### src/rtl/present_pkg.sv
// Shared PRESENT-80 constants, S-box table and the key-schedule update rule.
package present_pkg;

  localparam int KEY_W = 80;
  localparam int RK_W  = 64;
  localparam int RC_W  = 6;

  // Nibble i of this constant is S(i); entry 0 sits in the low nibble.
  localparam logic [63:0] PRESENT_SBOX = 64'h2174_8FE3_DA09_B65C;

  function automatic logic [3:0] sbox_lookup(input logic [3:0] x);
    return PRESENT_SBOX[{x, 2'b00} +: 4];
  endfunction

  function automatic logic [KEY_W-1:0] key_update(input logic [KEY_W-1:0] k,
                                                  input logic [4:0]       rc);
    logic [KEY_W-1:0] r;
    r          = {k[18:0], k[KEY_W-1:19]};
    r[79:76]   = sbox_lookup(r[79:76]);
    r[19:15]   = r[19:15] ^ rc;
    return r;
  endfunction

endpackage

### src/rtl/present_sbox.sv
// PRESENT 4-bit S-box, purely combinational; also used by the cipher sBoxLayer.
module present_sbox
  import present_pkg::*;
(
  input  logic [3:0] sbox_in,
  output logic [3:0] sbox_out
);

  assign sbox_out = sbox_lookup(sbox_in);

endmodule

### src/rtl/gen_round_keys.sv
// PRESENT-80 key schedule: loads the master key, then advances one round per
// enabled edge; the current round key is the top 64 bits of the key register.
module gen_round_keys
  import present_pkg::*;
(
  input  logic              clock,
  input  logic              reset_n,
  input  logic [KEY_W-1:0]  key,
  input  logic              enable_in,
  input  logic [RC_W-1:0]   round_counter,
  output logic [RK_W-1:0]   round_out
);

  logic [KEY_W-1:0] key_reg;
  logic [KEY_W-1:0] key_rot;
  logic [KEY_W-1:0] key_next;
  logic [3:0]       sbox_out;
  logic             rc_msb_unused;

  // Counter wraps mod 32, so its top bit never reaches the datapath.
  assign rc_msb_unused = round_counter[RC_W-1];

  // Rotate left by 61 == rotate right by 19.
  assign key_rot = {key_reg[18:0], key_reg[KEY_W-1:19]};

  present_sbox u_sbox (
    .sbox_in  (key_rot[79:76]),
    .sbox_out (sbox_out)
  );

  assign key_next = {sbox_out,
                     key_rot[75:20],
                     key_rot[19:15] ^ round_counter[4:0],
                     key_rot[14:0]};

  always_ff @(posedge clock or negedge reset_n) begin
    if (!reset_n) begin
      key_reg <= '0;
    end else if (enable_in) begin
      key_reg <= key_next;
    end else begin
      key_reg <= key;
    end
  end

  assign round_out = key_reg[KEY_W-1:KEY_W-RK_W];

endmodule

### config.mk
export PLATFORM = sky130hd
export DESIGN_NAME = gen_round_keys
export DESIGN_NICKNAME = d
export VERILOG_FILES = /design/src/rtl/present_pkg.sv /design/src/rtl/present_sbox.sv /design/src/rtl/gen_round_keys.sv
export SDC_FILE = /design/constraint.sdc
export NUM_CORES = 1
export LEC_CHECK = 0
export BUFFER_PORTS_ARGS = -buffer_cell sky130_fd_sc_hd__buf_2
export CAP_MARGIN = 20
export CORE_UTILIZATION = 52
export CTS_CLUSTER_SIZE = 40
export DETAILED_ROUTE_END_ITERATION = 8
export PLACE_DENSITY = 0.94
export REMOVE_ABC_BUFFERS = 1
export SLEW_MARGIN = 20
export SYNTH_ARGS = -nofsm -noshare
export SYNTH_HDL_FRONTEND = slang
export SYNTH_SLANG_ARGS = --single-unit
### constraint.sdc
create_clock -name clock -period 3.91 [get_ports clock]
set_input_delay 0.1955 -clock clock [delete_from_list [all_inputs] [get_ports clock]]
set_output_delay 0.1955 -clock clock [all_outputs]
set_load 0.005 [all_outputs]
==> results of run 1 <==
[synthesized netlist by cell type, types with 2 or more instances]
cell type	instances	area [um2]
nor2_1	9	33.8
ha_1	5	62.6
xnor2_1	6	52.6
mux2_4	4	60.1
mux2i_1	2	20.0
a21oi_1	10	50.1
nor3b_1	2	15.0
buf_2	2	10.0
dfrtp_1	80	2000
buf_6	3	33.8
mux2_2	67	754
inv_1	5	18.8
buf_4	71	533
[area by class of cell]
type / instances / area (um2)
clock buffers: 11 / 141
repair buffers: 152 / 774
clock inverters: 5 / 80.1
fillers: 563 / 2590
inverters: 5 / 18.8
flip-flops and latches: 80 / 2000
multi-input cells: 113 / 1100
well taps: 96 / 120
[cells by family after synthesis]
| kind of cell | after synthesis |
|---|---|
| compound gates | 16 |
| xor+xnor | 6 |
| fa+ha+maj | 5 |
| buf+inv | 81 |
| flops | 80 |
| mux | 73 |
| simple gates | 13 |
[worst min-delay path by stage]
stage                       start               endpoint  slack, ns  depth (start not counted)
after floorplan           reset_n   key_reg[0]$_DFF_PN0_      -0.10                          0
after global placement    reset_n   key_reg[4]$_DFF_PN0_       0.41                          1
after detailed placement  reset_n  key_reg[65]$_DFF_PN0_       0.42                          1
after CTS                 reset_n  key_reg[65]$_DFF_PN0_       0.03                          1
after global routing      key[72]  key_reg[72]$_DFF_PN0_       0.05                          2
final                     key[43]  key_reg[43]$_DFF_PN0_       0.08                          2
[power breakdown]
group | leakage (nW) | internal (mW) | total [mW] | switching [mW]
clock | 0.106 | 0.376 | 0.656 | 0.280
sequential | 0.933 | 0.914 | 0.963 | 0.0482
combinational | 1.04 | 0.172 | 0.291 | 0.119
[metrics by stage]
stage	hold WS (ns)	setup WS, ns	util (%)	total power [mW]
final	0.0778	2.37	62.1	1.91
after global routing	0.0489	2.24	62.1	2.02
after CTS	0.0321	2.38	61.9	1.94
after detailed placement	0.419	2.29	58.6	1.27
after global placement	0.413	2.34	58.6	1.26
after floorplan	-0.100	2.60	-	1.10
[critical path, stage by stage (launching register included)]
cell and delay [ns]:
dfrtp_1 0.52, inv_1 0.11, ha_1 0.35, xnor2_1 0.14, a21oi_1 0.14, a31oi_1 0.10
[routing by layer]
metal / GRT usage (%) / vias up / routed length, um
li1: - / 1028 / -
met1: 20.9 / 1039 / 2570
met2: 29.8 / 92 / 3140
met3: 7.62 / 4 / 491
met4: 5.45 / 0 / 41
met5: 0 / - / 0
[what timing repair did]
| action | 4_1_cts | 5_1_grt |
|---|---|---|
| hold buffers | 0 | 1 |
| gates resized for setup | 0 | 0 |
| endpoints found under the hold margin | 0 | 80 |
==> key figures, run 1 <==
GRT
  • Vias in the first global route: 2145
  • Overflow after GRT: 0
  • Global-route wire length before repair: 9.83 mm
  • Pin count of the biggest net entering global routing: 90
  • Initial antenna violation count: 0
  • Total track usage: 17.8%

Timing
  • Fmax achieved: 649 MHz
  • Crit share post-route: 39.4%
  • Setup violators final: 0
  • Unrepaired setup endpoints after global routing: false
  • Relative slew slack: 30.3%
  • Setup_tns: 0 ns
  • Fin crit period: 1.54 ns
  • Max-slew violation count: 0
  • Fin Clk Skew: 0.00665 ns
  • Hold Fails Final Rpt: 0
  • Worst-Margin Slew: 1.05 ns

Die
  • Io pins: 153
  • Row Count: 30
  • Starting Density: 54.2%
  • Horiz. Die Dim: 86.4 um
  • Core area: 6830 um2
  • Die span in y: 86.4 um
  • Die area: 7460 um2

Job
  • Max Cap Viol: 0

Finish
  • Diodes inserted: 0
  • Layout cells sized above 1: 64.8%
  • Most frequent cells in the layout: 149 x buf_2, 80 x dfrtp_1, 67 x mux2_2, 10 x a21oi_1, 10 x clkbuf_8
  • Nets@finish: 455
  • Layout area overhead: 14.6%
  • Number of flip-flops in the largest register: 80
  • Fin cells: 462
  • Most common cell after layout, fill and taps aside: buf_2
  • Final instance area: 4240 um2

Logic synthesis
  • Number of flops mapped to enable cells by yosys: 0
  • Synth warnings: 0
  • Main combinational cell family by area after synthesis: multiplexers
  • Synth Flop Type: dfrtp_1
  • Seq/Total Area, Yosys: 54.1%
  • Async SR Flop Fraction: 100%
  • FF+latch count, synth: 80
  • Xor/xnor cell area share of the yosys netlist: 1.42%
  • Cell Area, Synth: 3700 um2
  • Syn_area_per_cell: 13.5 um2
  • Synthesized-area fraction occupied by adder cells: 1.69%
  • Post-synthesis mux area share: 22.5%
  • Post-synthesis cell count: 274
  • Post-synthesis simple-gate area fraction: 1.59%
  • Cell variety after synth: 21
  • Compound-gate portion of the synthesized area: 2.57%

Clocking
  • Buffer count from post-CTS setup fixing: 0
  • Num CTS Buffers: 9
  • CTS tree: yes
  • Max Buffers Root-to-Sink: 2
  • Num Clock Sinks: 80
  • Worst skew pair latency: 0.34 ns
  • Clock slew at reported path FFs: 0.08 ns
  • Root Driver: clkbuf_8
  • H-tree levels: 3

Setup path
  • CP Capture Type: register
  • WS Path Type: register to register
  • R2R setup slack: 2.37 ns
  • CP Capture Point: key_reg[76]$_DFF_PN0_
  • Reg-to-reg endpoint: key_reg[76]$_DFF_PN0_
  • Worst-path fanout max: 7
  • Required @ worst endpoint: 4.07 ns
  • Reg2reg path depth: 5
  • Critical Path AT: 1.70 ns
  • Worst r2r src: key_reg[16]$_DFF_PN0_
  • Worst Setup SP: key_reg[16]$_DFF_PN0_
  • Startpoint types: register

Routing
  • Final ANT Viol Nets: 0
  • DR pass1 iterations: 4
  • 1st-iter DRT viols: 31
  • Drt wl/cell: 13.5 um
  • Via count: 2163
  • Routed WL: 6.25 mm
  • Vias per inst: 4.68
  • Residual DRC: 0

Placement
  • IO buf count: 151
  • Area after DPL: 4010 um2
  • Dpl cells: 445
  • Final Wtd Congestion: 0.674
  • DPL Wire Length: 4.46 mm

Worst hold path
  • Hold Path Class: input port to register

Run status
  • Outcome: finished, final reports clean

Pwr
  • Pleak: 2.08 nW
  • Pwr dens: 450 nW/um2
  • Peak supply drop: 0.271 mV
No activity file was read; power rests on OpenSTA's default activity.
==> inputs of run 2 (changes only) <==
Settings changed: ABC_AREA from default to 1, CORE_UTILIZATION 52 to 43, PLACE_DENSITY 0.94 to 0.84.
Clock period 3.91 ns to 1.4 ns, I/O delays scaled along.
==> run 2 against run 1 <==
Net effect:
- sequential power rose to 2.8 times the previous value
- maximum frequency is 16% higher
- utilization increased by 0.13 points
- largest power group unchanged
- sequential share of layout area is 8.4 points lower
- hold slack lost 0.044 ns
==> key figures, run 2 <==
Placement
  • Placement Setup Slack: 0.0978 ns
  • DPL Wire Length: 5.35 mm
  • Final Wtd Congestion: 0.815
  • IO buf count: 151
  • Area after DPL: 4110 um2

Setup path
  • Reg2reg path depth: 8
  • Critical Path AT: 1.57 ns
  • WS Path Type: register to register
  • CP Capture Type: register
  • Worst-path fanout max: 5
  • Required @ worst endpoint: 1.64 ns
  • Startpoint types: register

Routing
  • Via count: 3343
  • Residual DRC: 0
  • Final ANT Viol Nets: 0
  • 1st-iter DRT viols: 126
  • Vias per inst: 4.62
  • DR pass1 iterations: 4
  • Routed WL: 9.69 mm
  • Drt wl/cell: 13.4 um

Die
  • Row Count: 33
  • Horiz. Die Dim: 94.9 um
  • Die area: 9010 um2
  • Die span in y: 94.9 um
  • Core area: 8300 um2
  • Starting Density: 44.8%
  • Io pins: 153

GRT
  • Initial antenna violation count: 0
  • Vias in the first global route: 3460
  • Total track usage: 22.0%
  • Pin count of the biggest net entering global routing: 81
  • Global-route wire length before repair: 15.0 mm
  • Overflow after GRT: 0

Logic synthesis
  • Top cell type by total area after synthesis: dfrtp_1
  • Synth top area share: 53.9%
  • Post-synthesis cell count: 443
  • Number of flops mapped to enable cells by yosys: 0
  • Synth warnings: 0
  • Dominant cells by area after synthesis: dfrtp_1 54%, nand2_1 24%, buf_4 13%
  • Count leader, synth: nand2_1
  • Synth Flop Type: dfrtp_1
  • FF+latch count, synth: 80
  • Cell variety after synth: 14
  • Seq/Total Area, Yosys: 53.9%
  • Syn_area_per_cell: 8.39 um2
  • Most frequent cells after synthesis: 242 x nand2_1, 80 x dfrtp_1, 65 x buf_4, 14 x buf_2, 11 x inv_1
  • Async SR Flop Fraction: 100%
  • Cell Area, Synth: 3710 um2

Timing
  • Relative slew slack: 68.7%
  • Fmax achieved: 753 MHz
  • Fin Clk Skew: 0.00979 ns
  • Worst-Margin Slew: 0.470 ns
  • Setup_tns: 0 ns
  • Setup violators final: 0
  • Fin crit period: 1.33 ns
  • Worst setup margin: 0.0713 ns
  • Unrepaired setup endpoints after global routing: false
  • Hold Fails Final Rpt: 0
  • Max-slew violation count: 0
  • Crit share post-route: 94.9%

Clocking
  • CTS resizes: 0
  • Worst skew pair latency: 0.34 ns
  • Num Clock Sinks: 80
  • Clock slew at reported path FFs: 0.08 ns
  • H-tree levels: 3
  • Max Buffers Root-to-Sink: 2
  • Num CTS Buffers: 9
  • Root Driver: clkbuf_8
  • CTS tree: yes

Finish
  • Final instance area: 5160 um2
  • Nets@finish: 707
  • Number of flip-flops in the largest register: 80
  • Multi-input combinational cell area: 1100 um2
  • Layout area overhead: 39.0%
  • Layout cells sized above 1: 28.5%
  • Diodes inserted: 0
  • Final core occ: 62.2%
  • Most common cell after layout, fill and taps aside: nand2_1
  • Fill count: 660
  • Most frequent cells in the layout: 242 x nand2_1, 150 x buf_2, 82 x dlygate4sd3_1, 80 x dfrtp_1, 11 x inv_1
  • Reg area: 2000 um2

Run status
  • Outcome: finished, final reports clean

Worst hold path
  • Hold Path Class: input port to register
  • WHS Path Cells: 3

Pwr
  • Pwr dens: 1070 nW/um2
  • Peak supply drop: 0.512 mV
  • Tot Pwr: 5.53 mW
  • Pleak: 2.90 nW

Job
  • Max Cap Viol: 0
[run 2: cell count changes after synthesis, moves of 4 or more]
cell / change
buf_2: +12
buf_4: -6
o21ai_0: +5
nor2_1: -7
mux2_4: -4
nand2_1: +241
mux2_2: -67
a21oi_1: -8
inv_1: +6
nand3_1: +7
[run 2: metrics by stage]
stage	hold WS, ns	std cells
after floorplan	-0.226	361
after global placement	0.125	623
after detailed placement	0.131	623
after CTS	0.0307	721
after global routing	0.0529	723
final	0.0340	723
[run 2: kinds of logic (layout without fill, tap and decap cells)]
logic type	after synthesis	in the layout	synth area share, %
AOI/OAI and AO/OA	7	7	0.943
xor gates and xnor gates	5	5	1.18
adders and majority gates	5	5	1.68
buffers and inverters	94	269	16.5
DFF	80	80	53.9
and+or+nand+nor	252	252	25.8
[run 2: metal layers]
metal  part of all wire (%)  GRT usage (%)
met1                     40           24.0
met4                    3.1           11.2
met3                    5.7           4.75
met5                      0              0
met2                     51           39.9
[run 2: cell type report]
class / instances / area share (%)
sequential: 80 / 38.8
timing repair buffer: 241 / 32.2
multi-input combinational: 269 / 21.3
clock buffer: 11 / 2.74
tap: 105 / 2.54
clock inverter: 5 / 1.55
inverter: 12 / 0.873
[run 2: worst max-delay path: stages (launching register included)]
cell,delay (ns)
dfrtp_1,0.42
inv_1,0.11
ha_1,0.32
inv_1,0.08
nand2_1,0.07
nand3_1,0.07
nand2_1,0.06
nand2_1,0.05
nand2_1,0.05
[run 2: repair_timing]
action / CTS / global route
hold endpoints to repair: 160 / 0
setup endpoints to repair: 0 / 2
setup buffers: 0 / 2
hold buffers: 82 / 0
[run 2: final timing paths]
path / start / to / slack, ns
max in group asynchronous: reset_n / key_reg[39]$_DFF_PN0_ / 0.73
max reg2reg: key_reg[15]$_DFF_PN0_ / key_reg[78]$_DFF_PN0_ / 0.07
min reg2reg: key_reg[13]$_DFF_PN0_ / key_reg[74]$_DFF_PN0_ / 0.45
min: round_counter[1] / key_reg[16]$_DFF_PN0_ / 0.03
max: key_reg[15]$_DFF_PN0_ / key_reg[78]$_DFF_PN0_ / 0.07
min in group asynchronous: reset_n / key_reg[34]$_DFF_PN0_ / 0.26
[run 2: power by group]
group          internal (mW)  total, mW  leakage (nW)  switching (mW)
registers               2.53       2.66         0.970           0.132
clock network           1.05       1.86         0.106           0.814
logic                  0.523       1.01          1.83           0.487
==> inputs of run 3 (changes only) <==
Settings changed: BUFFER_PORTS_ARGS -buffer_cell sky130_fd_sc_hd__buf_2 to default, CORE_UTILIZATION 43 to 57, CTS_CLUSTER_DIAMETER from default to 120, DONT_BUFFER_PORTS from default to 1, PLACE_DENSITY 0.84 to 0.83.
==> run 3 against run 2 <==
Net effect:
- the run now fails in clock tree synthesis
- synthesized area unchanged
- synthesized cell count unchanged
==> key figures, run 3 <==
Clocking
  • Root Driver: clkbuf_8
  • Buffer count from post-CTS setup fixing: 0
  • Max Buffers Root-to-Sink: 2
  • CTS resizes: 0
  • Num Clock Sinks: 80
  • Num CTS Buffers: 9
  • H-tree levels: 3
  • CTS Hold Bufs: 101

Placement
  • Area after DPL: 3260 um2
  • IO buf count: 0
  • Placement Setup Slack: 0.0724 ns
  • DPL Wire Length: 4.30 mm
  • Final Wtd Congestion: 0.885

Die
  • Io pins: 153
  • Row Count: 29
  • Starting Density: 58.8%
  • Die span in y: 82.7 um
  • Horiz. Die Dim: 82.7 um

Run status
  • Outcome: did not finish
  • First Err: [ERROR RSZ-0060] Max buffer count reached.
  • Stop stage: clock tree synthesis

Logic synthesis
  • FF+latch count, synth: 80
  • Most frequent cells after synthesis: 242 x nand2_1, 80 x dfrtp_1, 65 x buf_4, 14 x buf_2, 11 x inv_1
  • Seq/Total Area, Yosys: 53.9%
  • Synthesized-area fraction occupied by adder cells: 1.68%
  • Count leader, synth: nand2_1
  • Number of flops mapped to enable cells by yosys: 0
  • Post-synthesis mux area share: 0%
  • Cell Area, Synth: 3710 um2
  • Synth top area share: 53.9%
  • Post-synthesis cell count: 443
  • Main combinational cell family by area after synthesis: simple AND/OR/NAND/NOR gates
  • Cell variety after synth: 14
  • Xor/xnor cell area share of the yosys netlist: 1.18%
  • Dominant cells by area after synthesis: dfrtp_1 54%, nand2_1 24%, buf_4 13%
  • Post-synthesis simple-gate area fraction: 25.8%
  • Synth warnings: 0
  • Async SR Flop Fraction: 100%
  • Synth Flop Type: dfrtp_1
  • Top cell type by total area after synthesis: dfrtp_1
  • Syn_area_per_cell: 8.39 um2
  • Compound-gate portion of the synthesized area: 0.943%
## run 3: cell counts after synthesis
No cell type changed its count.
## run 3: cell families after synthesis
logic type	after synthesis
buffers and inverters	94
AOI/OAI and AO/OA	7
xor gates and xnor gates	5
DFF	80
and+or+nand+nor	252
adders and majority gates	5
## run 3: per-stage QoR
step / instances / hold slack, ns / utilization [%]
3_5_place_dp: 441 / -0.224 / 51.7
3_3_place_gp: 441 / -0.224 / 51.7
2_1_floorplan: 361 / -0.226 / -
==> inputs of run 4 (changes only) <==
Settings changed: CORE_UTILIZATION 57 to 40, CTS_CLUSTER_DIAMETER 120 to default, CTS_CLUSTER_SIZE 40 to default, PLACE_DENSITY 0.83 to default, PLACE_DENSITY_LB_ADDON from default to 0.15.
Clock period 1.4 ns to 1.82 ns, I/O delays scaled along.
==> run 4 against run 3 <==
Net effect:
- synthesized cell count is the same
- synthesized area unchanged
- the flow again stops in clock tree synthesis
==> key figures, run 4 <==
Run status
  • Outcome: did not finish
  • Stop stage: clock tree synthesis
  • First Err: [ERROR RSZ-0060] Max buffer count reached.

Logic synthesis
  • Async SR Flop Fraction: 100%
  • Most frequent cells after synthesis: 242 x nand2_1, 80 x dfrtp_1, 65 x buf_4, 14 x buf_2, 11 x inv_1
  • Syn_area_per_cell: 8.39 um2
  • Count leader, synth: nand2_1
  • Synth Flop Type: dfrtp_1
  • Number of flops mapped to enable cells by yosys: 0
  • Synth warnings: 0
  • Seq/Total Area, Yosys: 53.9%
  • Cell Area, Synth: 3710 um2
  • Dominant cells by area after synthesis: dfrtp_1 54%, nand2_1 24%, buf_4 13%
  • FF+latch count, synth: 80
  • Cell variety after synth: 14
  • Post-synthesis cell count: 443
  • Synth top area share: 53.9%
  • Top cell type by total area after synthesis: dfrtp_1

Clocking
  • Num Clock Sinks: 80
  • CTS Hold Bufs: 101
  • Root Driver: clkbuf_8
  • Num CTS Buffers: 9
  • Buffer count from post-CTS setup fixing: 0
  • Max Buffers Root-to-Sink: 2
  • H-tree levels: 3
  • CTS resizes: 0

Placement
  • Placement Setup Slack: 0.401 ns
  • IO buf count: 0
  • DPL Wire Length: 4.50 mm
  • Final Wtd Congestion: 0.798

Die
  • Die span in y: 98.4 um
  • Starting Density: 42.0%
  • Horiz. Die Dim: 98.4 um
  • Row Count: 34
  • Io pins: 153
==> run 4: metrics by stage <==
step | cells | utilization [%] | instance area [um2] | hold slack (ns)
after detailed placement | 471 | 37.4 | 3310 | -0.203
after global placement | 471 | 37.4 | 3310 | -0.203
after floorplan | 361 | - | 3150 | -0.205
==> run 4: kinds of logic after synthesis <==
family / after synthesis / synth area share [%]
compound gates: 7 / 0.943
xor+xnor: 5 / 1.18
fa+ha+maj: 5 / 1.68
buf+inv: 94 / 16.5
flops: 80 / 53.9
simple gates: 252 / 25.8
